===== config.mk =====
export PLATFORM = sky130hd
export DESIGN_NAME = button_events
export DESIGN_NICKNAME = d
export VERILOG_FILES = /design/src/rtl/button_events.sv
export SDC_FILE = /design/constraint.sdc
export NUM_CORES = 1
export LEC_CHECK = 0
export ABC_CLOCK_PERIOD_IN_PS = 3000
export BUFFER_PORTS_ARGS = -buffer_cell sky130_fd_sc_hd__buf_2
export CORE_MARGIN = 2
export CORE_UTILIZATION = 40
export CTS_CLUSTER_DIAMETER = 50
export CTS_CLUSTER_SIZE = 40
export DETAILED_ROUTE_END_ITERATION = 7
export GPL_TIMING_DRIVEN = 0
export MAX_ROUTING_LAYER = met4
export SETUP_SLACK_MARGIN = 0.2
export SLEW_MARGIN = 20
export SYNTH_ARGS = -nofsm -noshare
export SYNTH_HDL_FRONTEND = slang
export SYNTH_SLANG_ARGS = --single-unit

===== constraint.sdc =====
create_clock -name i_clk -period 3 [get_ports i_clk]
set_clock_uncertainty 0.15 [all_clocks]
set_input_delay 0.6 -clock i_clk [delete_from_list [all_inputs] [get_ports i_clk]]
set_output_delay 0.6 -clock i_clk [all_outputs]
set_load 0.01 [all_outputs]

===== src/rtl/button_events.sv =====
// Turns the debounced button level into one-cycle press / release / long-press / repeat strobes.
// All outputs are registered, and at most one strobe is high in any cycle.
module button_events #(
  parameter int CNT_W         = 24,
  parameter int LONG_CYCLES   = 12000000,
  parameter int REPEAT_CYCLES = 3000000
) (
  input  logic i_clk,
  input  logic i_rst,
  input  logic i_in,
  output logic o_held,
  output logic o_press,
  output logic o_release_short,
  output logic o_release_long,
  output logic o_long_press,
  output logic o_repeat
);

  typedef enum logic [1:0] {
    S_IDLE    = 2'd0,
    S_PRESSED = 2'd1,
    S_LONG    = 2'd2
  } state_t;

  localparam logic [CNT_W-1:0] C_LONG_LAST = CNT_W'(LONG_CYCLES - 1);
  localparam logic [CNT_W-1:0] C_REP_LAST  = CNT_W'((REPEAT_CYCLES > 0) ? (REPEAT_CYCLES - 1) : 0);
  localparam logic [CNT_W-1:0] C_CNT_ONE   = CNT_W'(1);
  localparam logic             C_REP_EN    = (REPEAT_CYCLES != 0);

  state_t             r_state;
  logic [CNT_W-1:0]   r_cnt;
  logic               r_in_q;
  logic               r_held;
  logic               r_press;
  logic               r_release_short;
  logic               r_release_long;
  logic               r_long_press;
  logic               r_repeat;

  state_t             w_state_nx;
  logic [CNT_W-1:0]   w_cnt_nx;
  logic               w_rise;
  logic               w_held_nx;
  logic               w_press_nx;
  logic               w_release_short_nx;
  logic               w_release_long_nx;
  logic               w_long_press_nx;
  logic               w_repeat_nx;

  // Next-state, hold counter and strobe decode; release always wins over a threshold match.
  always_comb begin
    w_rise             = i_in & ~r_in_q;
    w_state_nx         = r_state;
    w_cnt_nx           = r_cnt;
    w_press_nx         = 1'b0;
    w_release_short_nx = 1'b0;
    w_release_long_nx  = 1'b0;
    w_long_press_nx    = 1'b0;
    w_repeat_nx        = 1'b0;

    case (r_state)
      S_IDLE: begin
        if (w_rise) begin
          w_state_nx = S_PRESSED;
          w_cnt_nx   = {CNT_W{1'b0}};
          w_press_nx = 1'b1;
        end else begin
          w_state_nx = S_IDLE;
          w_cnt_nx   = {CNT_W{1'b0}};
        end
      end
      S_PRESSED: begin
        if (!i_in) begin
          w_state_nx         = S_IDLE;
          w_cnt_nx           = {CNT_W{1'b0}};
          w_release_short_nx = 1'b1;
        end else if (r_cnt == C_LONG_LAST) begin
          w_state_nx      = S_LONG;
          w_cnt_nx        = {CNT_W{1'b0}};
          w_long_press_nx = 1'b1;
        end else begin
          w_cnt_nx = r_cnt + C_CNT_ONE;
        end
      end
      S_LONG: begin
        if (!i_in) begin
          w_state_nx        = S_IDLE;
          w_cnt_nx          = {CNT_W{1'b0}};
          w_release_long_nx = 1'b1;
        end else if (C_REP_EN && (r_cnt == C_REP_LAST)) begin
          w_cnt_nx    = {CNT_W{1'b0}};
          w_repeat_nx = 1'b1;
        end else if (C_REP_EN) begin
          w_cnt_nx = r_cnt + C_CNT_ONE;
        end else begin
          // With repeat disabled the counter parks so it can never overflow.
          w_cnt_nx = r_cnt;
        end
      end
      default: begin
        w_state_nx = S_IDLE;
        w_cnt_nx   = {CNT_W{1'b0}};
      end
    endcase

    w_held_nx = (w_state_nx != S_IDLE);
  end

  // State, counter, input history and registered outputs.
  always_ff @(posedge i_clk) begin
    if (i_rst) begin
      r_state         <= S_IDLE;
      r_cnt           <= {CNT_W{1'b0}};
      r_in_q          <= 1'b1;
      r_held          <= 1'b0;
      r_press         <= 1'b0;
      r_release_short <= 1'b0;
      r_release_long  <= 1'b0;
      r_long_press    <= 1'b0;
      r_repeat        <= 1'b0;
    end else begin
      r_state         <= w_state_nx;
      r_cnt           <= w_cnt_nx;
      r_in_q          <= i_in;
      r_held          <= w_held_nx;
      r_press         <= w_press_nx;
      r_release_short <= w_release_short_nx;
      r_release_long  <= w_release_long_nx;
      r_long_press    <= w_long_press_nx;
      r_repeat        <= w_repeat_nx;
    end
  end

  assign o_held          = r_held;
  assign o_press         = r_press;
  assign o_release_short = r_release_short;
  assign o_release_long  = r_release_long;
  assign o_long_press    = r_long_press;
  assign o_repeat        = r_repeat;

endmodule


==> results.cfg, run 1 <==
[clock_network]
cts_tree = yes
clock_sink_count = 33
postCtsResizedCells = 0
root_buffer = sky130_fd_sc_hd__clkbuf_8
clk-insertion-delay-late_ns = 0.29
ctsHtreeMaxLevel = 2
cts_made_buffers = 5
cts_max_path_buffers = 2
cts.repair_timing.setup_buffer_count = 0
clk_pin_slew_ns = 0.07
cts.hold.buffers_added = 0

[setup_path]
crit_path_end_kind = register
critical-path-slowest-cell = sky130_fd_sc_hd__o41ai_4
cp_data_required_time_ns = 3.01
critical_path_buf_inv_count = 1
worst_endpoint_data_arrival_time_ns = 2.34
timing.critical_path.fanout_max = 10
critical_path.cell_chain = ha_1 -> and4_1 -> nand2_1 -> o41ai_4 -> buf_2 -> a211oi_1
delay_of_the_slowest_cell_on_the_worst_path_ns = 0.53
critical_path_type = reg2reg
critPathTopFamily = compound AO/OA/AOI/OAI gates
setup.worst_path.start_class = register

[timing]
period_utilization_pct = 77.5
timing.final.setup_violations = 0
final.setup.worst_slack_ns = 0.675
setup_tns_ns = 0
finalWorstPathRequiredPeriod_ns = 2.33
slew_headroom_pct = 68.2
slew_violations = 0
worst_hold_slack_ns = 0.312
rsz0062_at_grt = no
max_freq_mhz = 430
hold_viol_final = 0
tightestPinTransition_ns = 0.476

[yosys]
synthXorXnorAreaFrac_pct = 6.21
syn-num-nets = 191
synth_top_area_share_pct = 39.0
mapped_cells = 183
async_reset_ff_share_pct = 0
synthesized_area_fraction_occupied_by_ao_oa_aoi_and_oai_cells_pct = 20.7
synth_area_leaders = sky130_fd_sc_hd__dfxtp_1 (39%), sky130_fd_sc_hd__a211oi_1 (6.2%), sky130_fd_sc_hd__a221oi_1 (4.7%)
syn-cell-area_mm2 = 0.00169
ys_seq_area_share_pct = 39.0
main_combinational_cell_family_by_area_after_synthesis = simple AND/OR/NAND/NOR gates
ys_seq_elements = 33
synth-edff-count = 0
synth.area.mux_share_pct = 0
syn_avg_cell_area_um2 = 9.25
synth_top_cell_by_area = sky130_fd_sc_hd__dfxtp_1
yosys.area_share.simple_pct = 25.8
yosys.area_share.adder_pct = 3.70
yosys_warnings = 0
postSynth.topFlopCell = sky130_fd_sc_hd__dfxtp_1
synth_cell_type_count = 39

[placed_design]
gp_routability_congestion = 0.874
dp.cells = 241
io_buffers = 8
detail_placement_hpwl_um = 2940
dpl_worst_slack_ns = 0.660

[detailed_routing]
routed-via-count = 1540
route.antenna.remaining_nets = 0
drt-pass1-iter-count = 4
drt_wl_cell_um = 16.6
detail_route.drc_violations = 0
ratio_of_routed_vias_to_standard_cells = 6.18
detail_route.iter0.violations = 64
finalWirelength_um = 4130

[floorplanning]
chipWidth_um = 69.1
core_mm2 = 0.00403
floorplan.die.height_um = 69.1
initial_core_util_pct = 42.0
io-pin-count = 9
row_count = 23
dieArea_mm2 = 0.00477

[layout]
antenna-diode-count = 0
mostFrequentLayoutCells = sky130_fd_sc_hd__dfxtp_1 (33), sky130_fd_sc_hd__a211oi_1 (14), sky130_fd_sc_hd__buf_2 (13), sky130_fd_sc_hd__nand4_1 (11), sky130_fd_sc_hd__nand3_1 (10)
finish.net_count = 206
area_growth_syn_to_layout_pct = 14.0
layout_commonest_cell = sky130_fd_sc_hd__dfxtp_1
final_cell_count_no_fill = 249
post_route_cells_drive_above_1_share_pct = 14.6
filler_cell_count = 401

[worst_hold_path]
worstHoldPathType = reg2reg

[run]
maxCapViolations = 0

[outcome]
status = complete, no violations

[power_and_ir_drop]
total_power_uw = 953
total_leakage_power_uw = 0.000570
ir_worst_vdd_mv = 0.308
power_per_cell_area_mw_per_mm2 = 494

[grt]
grt_antenna_before_repair = 0
grt_start_max_net_pins = 12
track_usage_pct = 18.9
globalRoute.totalOverflow = 0
via_count_of_the_first_global_routing_pass = 1519
global_route_wire_length_before_repair_um = 7020
-- registers in the layout, indices dropped and copies added, names as in the netlist --
name,cells
r_cnt,24
r_state,2
o_held,1
o_long_press,1
o_press,1
o_release_long,1
o_release_short,1
o_repeat,1
r_in_q,1
-- metrics by stage --
stage / utilization [%] / cell area, µm²
final: 47.9 / 1930
after global routing: 47.9 / 1930
after CTS: 47.9 / 1930
after detailed placement: 44.6 / 1800
after global placement: 44.6 / 1800
after floorplan: - / 1690
-- synthesized netlist by cell type (all sizes together), types with 5 or more instances --
cell and instances:
inv 8, a221oi 10, a211oi 14, nor2 8, nand2 8, xor2 9
ha 5, or4 9, nand4 12, o21ai 6, buf 6, dfxtp 33
nand3 10, o31ai 7
-- kinds of logic after synthesis --
family / Yosys count
AOI/OAI and AO/OA: 44
and+or+nand+nor: 71
xor gates and xnor gates: 12
buffers and inverters: 18
DFF: 33
adders and majority gates: 5
-- worst paths after layout --
| path | from | to | slack [ns] | cells past startpoint |
|---|---|---|---|---|
| hold reg to reg | r_cnt[0]$_SDFF_PP0_ | r_cnt[0]$_SDFF_PP0_ | 0.31 | 1 |
| setup / recovery | r_cnt[0]$_SDFF_PP0_ | r_cnt[11]$_SDFF_PP0_ | 0.67 | 6 |
| hold / removal | r_cnt[0]$_SDFF_PP0_ | r_cnt[0]$_SDFF_PP0_ | 0.31 | 1 |
| setup reg to reg | r_cnt[0]$_SDFF_PP0_ | r_cnt[11]$_SDFF_PP0_ | 0.67 | 6 |
-- report_power, final --
part           total [µW]  internal (µW)  switching (µW)
combinational        11.3           4.43            6.91
sequential            440            439           0.483
clock                 502            330             172
total                 953            774             179
-- layer usage --
metal / vias up / track usage [%] / share of wire, %
met3: 13 / 4.82 / 5.4
li1: 739 / - / -
met4: 0 / 11.1 / 2.3
met2: 44 / 28.8 / 47
met5: - / - / 0
met1: 744 / 22.4 / 45
-- cell type report --
type	instances	area, µm²	area share, %
clock buffer	5	68.8	3.57
buffer	10	47.5	2.46
timing repair buffer	8	40.0	2.08
sequential	33	661	34.2
multi-input combinational	132	955	49.5
inverter	8	30.0	1.56
tap	50	62.6	3.24
clock inverter	3	65.1	3.37
(Power assumes the default switching activity.)
==> run 2: changes to the inputs <==
Settings changed: ABC_AREA set to 1, ABC_CLOCK_PERIOD_IN_PS 3000 to 2400.
Clock period 3 ns to 2.4 ns, I/O delays scaled along.
==> run 2 against run 1 <==
Against the previous run: sequential power increased by 25%; synthesized area rose by 2.0%; sequential share of layout area rose by 0.31 points; non-clock buffer count decreased by 7; worst setup slack got worse by 0.24 ns; core utilization shrank 1.1 points; power up 1.4%; clock-buffer cell count up 1; die area increased by 1.9%; highest routed layer unchanged.
==> results.cfg, run 2 <==
[clock_network]
cts.hold.buffers_added = 0
clock_sink_count = 33
clk-insertion-delay-late_ns = 0.29
ctsHtreeMaxLevel = 2
root_buffer = sky130_fd_sc_hd__clkbuf_8
cts_max_path_buffers = 2
cts_tree = yes
postCtsResizedCells = 0
cts.repair_timing.setup_buffer_count = 0
cts_made_buffers = 5
clk_pin_slew_ns = 0.07

[setup_path]
crit_path_end_kind = register
reg2reg_path_depth = 9
worst_endpoint_data_arrival_time_ns = 2.00
setup.worst_path.start_class = register
cp_data_required_time_ns = 2.43
critical_path_type = reg2reg
timing.critical_path.fanout_max = 10

[layout]
top_register = r_cnt
area_growth_syn_to_layout_pct = 10.7
filler_cell_count = 451
final_cell_count_no_fill = 315
biggestRegsByFlops = r_cnt: 24 flops, r_state: 2 flops
multi_input_area_um2 = 903
mostFrequentLayoutCells = sky130_fd_sc_hd__nor2_1 (57), sky130_fd_sc_hd__nand2_1 (54), sky130_fd_sc_hd__inv_1 (35), sky130_fd_sc_hd__dfxtp_1 (33), sky130_fd_sc_hd__nand3_1 (16)
finish.utilization_pct = 46.8
largest_register_ff_count = 24
post_route_cells_drive_above_1_share_pct = 10.6
finish.net_count = 272
final-seq-area_um2 = 661
layout_commonest_cell = sky130_fd_sc_hd__nor2_1
antenna-diode-count = 0

[yosys]
synth.cells.most_frequent = sky130_fd_sc_hd__nor2_1 (57), sky130_fd_sc_hd__nand2_1 (54), sky130_fd_sc_hd__inv_1 (35)
syn_avg_cell_area_um2 = 6.93
mapped_cells = 249
syn-cell-area_mm2 = 0.00173
ys_seq_area_share_pct = 38.3
synth.area.mux_share_pct = 0
synth_top_area_share_pct = 38.3
main_combinational_cell_family_by_area_after_synthesis = simple AND/OR/NAND/NOR gates
synth_area_leaders = sky130_fd_sc_hd__dfxtp_1 (38%), sky130_fd_sc_hd__nor2_1 (12%), sky130_fd_sc_hd__nand2_1 (12%)
ys_seq_elements = 33
syn-num-nets = 257
synth_cell_type_count = 21
yosysMostFrequentCell = sky130_fd_sc_hd__nor2_1
synthesized_area_fraction_occupied_by_ao_oa_aoi_and_oai_cells_pct = 1.45
yosys_warnings = 0
synthXorXnorAreaFrac_pct = 7.61
synth_top_cell_by_area = sky130_fd_sc_hd__dfxtp_1
yosys.area_share.simple_pct = 39.6
synth-edff-count = 0
async_reset_ff_share_pct = 0
yosys.area_share.adder_pct = 3.62
postSynth.topFlopCell = sky130_fd_sc_hd__dfxtp_1

[detailed_routing]
detail_route.iter0.violations = 40
routed-via-count = 1444
finalWirelength_um = 3510
detail_route.drc_violations = 0
ratio_of_routed_vias_to_standard_cells = 4.58
drt_wl_cell_um = 11.1
drt-pass1-iter-count = 4
route.antenna.remaining_nets = 0

[floorplanning]
chipWidth_um = 69.7
initial_core_util_pct = 42.3
floorplan.die.height_um = 69.7
dieArea_mm2 = 0.00486
row_count = 23
core_mm2 = 0.00409
io-pin-count = 9

[grt]
grt_antenna_before_repair = 0
track_usage_pct = 16.7
grt_start_max_net_pins = 11
via_count_of_the_first_global_routing_pass = 1347
globalRoute.totalOverflow = 0
global_route_wire_length_before_repair_um = 6250

[power_and_ir_drop]
ir_worst_vdd_mv = 0.399
total_leakage_power_uw = 0.000783
power_per_cell_area_mw_per_mm2 = 506

[timing]
finalWorstPathRequiredPeriod_ns = 1.97
worst_hold_slack_ns = 0.250
setup_tns_ns = 0
period_utilization_pct = 82.0
hold_viol_final = 0
slew_violations = 0
max_freq_mhz = 508
slew_headroom_pct = 81.3
tightestPinTransition_ns = 0.278
rsz0062_at_grt = no
timing.final.setup_violations = 0

[worst_hold_path]
worstHoldPathType = in2reg
timing.hold.worst_path_depth = 2

[placed_design]
gp_routability_congestion = 0.860
detail_placement_hpwl_um = 2730
io_buffers = 8
dp.cells = 307

[run]
maxCapViolations = 0

[outcome]
status = complete, no violations
[run 2: layout make-up]
cell class / count / share of cell area [%]
plain buffers: 3 / 1.44
clock buffers: 6 / 3.80
clock inverters: 2 / 0.524
inverters: 36 / 7.07
multi-input cells: 177 / 47.3
flip-flops and latches: 33 / 34.6
well taps: 50 / 3.27
repair buffers: 8 / 2.09
[run 2: stage by stage]
step           instance area (µm²)  setup slack [ns]  total power [µW]
3_3_place_gp                  1830             0.422               576
3_5_place_dp                  1830             0.428               576
5_1_grt                       1910             0.275              1010
6_report                      1910             0.432               966
4_1_cts                       1910             0.400               981
2_1_floorplan                 1730             0.705               570
[run 2: cell families (layout without fill, tap and decap cells)]
kind of cell / Yosys count / after routing
simple gates: 152 / 152
xor+xnor: 15 / 15
compound gates: 5 / 5
buf+inv: 39 / 55
fa+ha+maj: 5 / 5
flops: 33 / 33
[run 2: power by group]
group / switching (µW) / leakage, µW / total (µW) / internal, µW
combinational: 7.72 / 0.000472 / 12.4 / 4.65
sequential: 0.925 / 0.000266 / 551 / 550
clock: 203 / 0.0000450 / 403 / 201
total: 211 / 0.000783 / 966 / 755
[run 2: final timing paths]
check,slack [ns],end,from
setup / recovery,0.43,r_cnt[23]$_SDFF_PP0_,r_cnt[0]$_SDFF_PP0_
hold reg to reg,0.32,r_cnt[0]$_SDFF_PP0_,r_cnt[0]$_SDFF_PP0_
setup reg to reg,0.43,r_cnt[23]$_SDFF_PP0_,r_cnt[0]$_SDFF_PP0_
hold / removal,0.25,o_release_short$_SDFF_PP0_,i_in
[run 2: metal layers]
metal | track usage [%] | share of wire [%] | wire length [µm]
met1 | 21.4 | 50 | 1770
met2 | 25.2 | 44 | 1540
met3 | 4.65 | 3.6 | 128
met4 | 6.41 | 1.9 | 66
met5 | - | 0 | 0
[run 2: critical path, cell delays in order, from the launching register on]
cell and delay, ns:
sky130_fd_sc_hd__dfxtp_1 0.37, sky130_fd_sc_hd__ha_1 0.26, sky130_fd_sc_hd__nand4_4 0.16, sky130_fd_sc_hd__nor2_2 0.18, sky130_fd_sc_hd__inv_1 0.10, sky130_fd_sc_hd__nor3_2 0.15, sky130_fd_sc_hd__nand3_1 0.11, sky130_fd_sc_hd__nand3_2 0.15
sky130_fd_sc_hd__buf_6 0.17, sky130_fd_sc_hd__nor2_1 0.05
==> run 3: changes to the inputs <==
Settings changed: ABC_CLOCK_PERIOD_IN_PS 2400 to 1650.
Clock period 2.4 ns to 1.65 ns, I/O delays scaled along.
==> run 3 against run 2 <==
Against the previous run: the flow now finishes with violations (setup timing); clock-buffer cell count increased by 2; power is 44% higher; hold slack worse by 0.14 ns; first-iteration DRC count up 48%; global-route usage increased by 1.3 points.
==> results.cfg, run 3 (same netlist as run 2, synthesis figures left out) <==
[grt]
via_count_of_the_first_global_routing_pass = 1492
track_usage_pct = 18.1
grt_antenna_before_repair = 0
globalRoute.totalOverflow = 0
global_route_wire_length_before_repair_um = 6780
grt_start_max_net_pins = 10

[power_and_ir_drop]
ir_worst_vdd_mv = 0.323
total_leakage_power_uw = 0.000862
switching_power_share_of_the_total_pct = 20.8
total_switching_power_uw = 290
p_clk_share_pct = 41.3
power_frac_comb_pct = 1.4
power_per_cell_area_mw_per_mm2 = 644
cellInternalPower_uw = 1100
seq_power_share_pct = 57.3

[timing]
rsz0062_at_grt = yes
timing.final.setup_violations = 24
hold_viol_final = 0
slew_headroom_pct = 79.3
period_utilization_pct = 101
finalWorstPathRequiredPeriod_ns = 1.67
tightestPinTransition_ns = 0.308
worst_hold_slack_ns = 0.111
final.setup.worst_slack_ns = -0.0232
max_freq_mhz = 598
slew_violations = 0

[clock_network]
clk_pin_slew_ns = 0.06
clock_sink_count = 33
cts_tree = yes
root_buffer = sky130_fd_sc_hd__clkbuf_8
ctsHtreeMaxLevel = 2
cts_max_path_buffers = 2
cts.hold.buffers_added = 0
clk-insertion-delay-late_ns = 0.28
cts_made_buffers = 5

[setup_path]
worst_endpoint_data_arrival_time_ns = 1.70
cp_data_required_time_ns = 1.68
r2r_setup_slack_ns = -0.02
crit_path_end_kind = register
regToRegEndpoint = r_cnt[20]$_SDFF_PP0_
critical_path_type = reg2reg
setup.worst_path.start_class = register
worst_setup_path_startpoint = r_cnt[0]$_SDFF_PP0_
timing.rr.start = r_cnt[0]$_SDFF_PP0_
timing.critical_path.fanout_max = 5
reg2reg_path_depth = 9

[outcome]
status = finished with violations
failed_checks = setup timing

[worst_hold_path]
worstHoldPathType = in2reg
min-delay-start = i_in
holdPathEnd = o_release_short$_SDFF_PP0_
timing.hold.worst_path_depth = 2

[layout]
mostFrequentLayoutCells = sky130_fd_sc_hd__nand2_1 (51), sky130_fd_sc_hd__nor2_1 (44), sky130_fd_sc_hd__inv_1 (34), sky130_fd_sc_hd__dfxtp_1 (23)
multi_input_area_mm2 = 0.00101
final-seq-area_um2 = 676
top_register = r_cnt
layout_commonest_cell = sky130_fd_sc_hd__nand2_1
finish.utilization_pct = 53.0
post_route_cells_drive_above_1_share_pct = 27.1
filler_cell_count = 422
antenna-diode-count = 0
area_growth_syn_to_layout_pct = 25.4
finish.net_count = 287
final_area_mm2 = 0.00217
biggestRegsByFlops = r_cnt: 24 flops, r_state: 2 flops
largest_register_ff_count = 24

[detailed_routing]
ratio_of_routed_vias_to_standard_cells = 4.85
routed-via-count = 1602
drt-pass1-iter-count = 4
detail_route.iter0.violations = 59
route.antenna.remaining_nets = 0
finalWirelength_um = 3880
detail_route.drc_violations = 0
drt_wl_cell_um = 11.8

[placed_design]
detail_placement_hpwl_um = 2790
placedInstanceArea_mm2 = 0.00185
gp_routability_congestion = 0.908
io_buffers = 8
dpl_worst_slack_ns = -0.156

[floorplanning]
io-pin-count = 9
dieArea_mm2 = 0.00486
initial_core_util_pct = 42.3
floorplan.die.height_um = 69.7
chipWidth_um = 69.7
core_mm2 = 0.00409
row_count = 23

[run]
maxCapViolations = 0
## run 3: cell types whose count changed in the layout (fill, tap and decap cells not counted), sizes merged
cell | previous run | this run
clkbuf | 6 | 8
buf | 11 | 26
clkinv | 2 | 0
## run 3: worst max-delay path by stage
stage                                 to  slack, ns  cells past startpoint
finish              r_cnt[20]$_SDFF_PP0_      -0.02                      9
global route        r_cnt[21]$_SDFF_PP0_       -0.1                      8
CTS                  r_cnt[9]$_SDFF_PP0_      -0.04                      9
detailed placement   r_cnt[9]$_SDFF_PP0_      -0.16                      9
global placement    r_cnt[11]$_SDFF_PP0_      -0.15                      9
floorplan            r_cnt[6]$_SDFF_PP0_       0.08                      9
## run 3: repair_timing
action / in CTS / in global routing
setup buffers: 10 / 3
pin swaps: 6 / 5
gates resized for setup: 21 / 22
cloned: 2 / 0
setup endpoints to repair: 26 / 29
## run 3: final cells by class
type / instances / area share [%]
Inverter: 36 / 6.24
Multi-Input combinational cell: 177 / 46.8
Timing Repair Buffer: 23 / 7.91
Clock buffer: 8 / 3.70
Sequential cell: 33 / 31.2
Tap cell: 50 / 2.89
Buffer: 3 / 1.27
## run 3: worst max-delay path: stages (launching register included)
cell	delay [ns]
sky130_fd_sc_hd__dfxtp_2	0.35
sky130_fd_sc_hd__ha_4	0.15
sky130_fd_sc_hd__nand4_4	0.13
sky130_fd_sc_hd__nor2_4	0.18
sky130_fd_sc_hd__nand3_2	0.10
sky130_fd_sc_hd__nand2_2	0.09
sky130_fd_sc_hd__nand3_2	0.08
sky130_fd_sc_hd__nand3_4	0.15
sky130_fd_sc_hd__buf_6	0.15
sky130_fd_sc_hd__nor2_1	0.04
## run 3: metal layers
metal / GRT usage (%) / vias to the layer above / share of wire [%]
met1: 24.0 / 726 / 46
met2: 26.7 / 42 / 46
met5: - / - / 0
met3: 4.51 / 7 / 5.9
li1: - / 827 / -
met4: 6.84 / 0 / 2.0
## run 3: metrics by stage
stage          instances  total power, µW  setup TNS, ns
6_report             330             1390         -0.294
3_3_place_gp         307              837          -2.90
3_5_place_dp         307              838          -3.01
4_1_cts              327             1420         -0.589
5_1_grt              330             1460          -2.01
2_1_floorplan        249              829              0
## run 3: power by group through the flow
stage	Combinational [µW]	Sequential, µW	Clock (µW)
floorplan	8.86	820	0
global placement	18.1	819	0
detailed placement	18.3	819	0
CTS	19.2	800	600
global route	22.3	799	636
finish	19.5	800	575
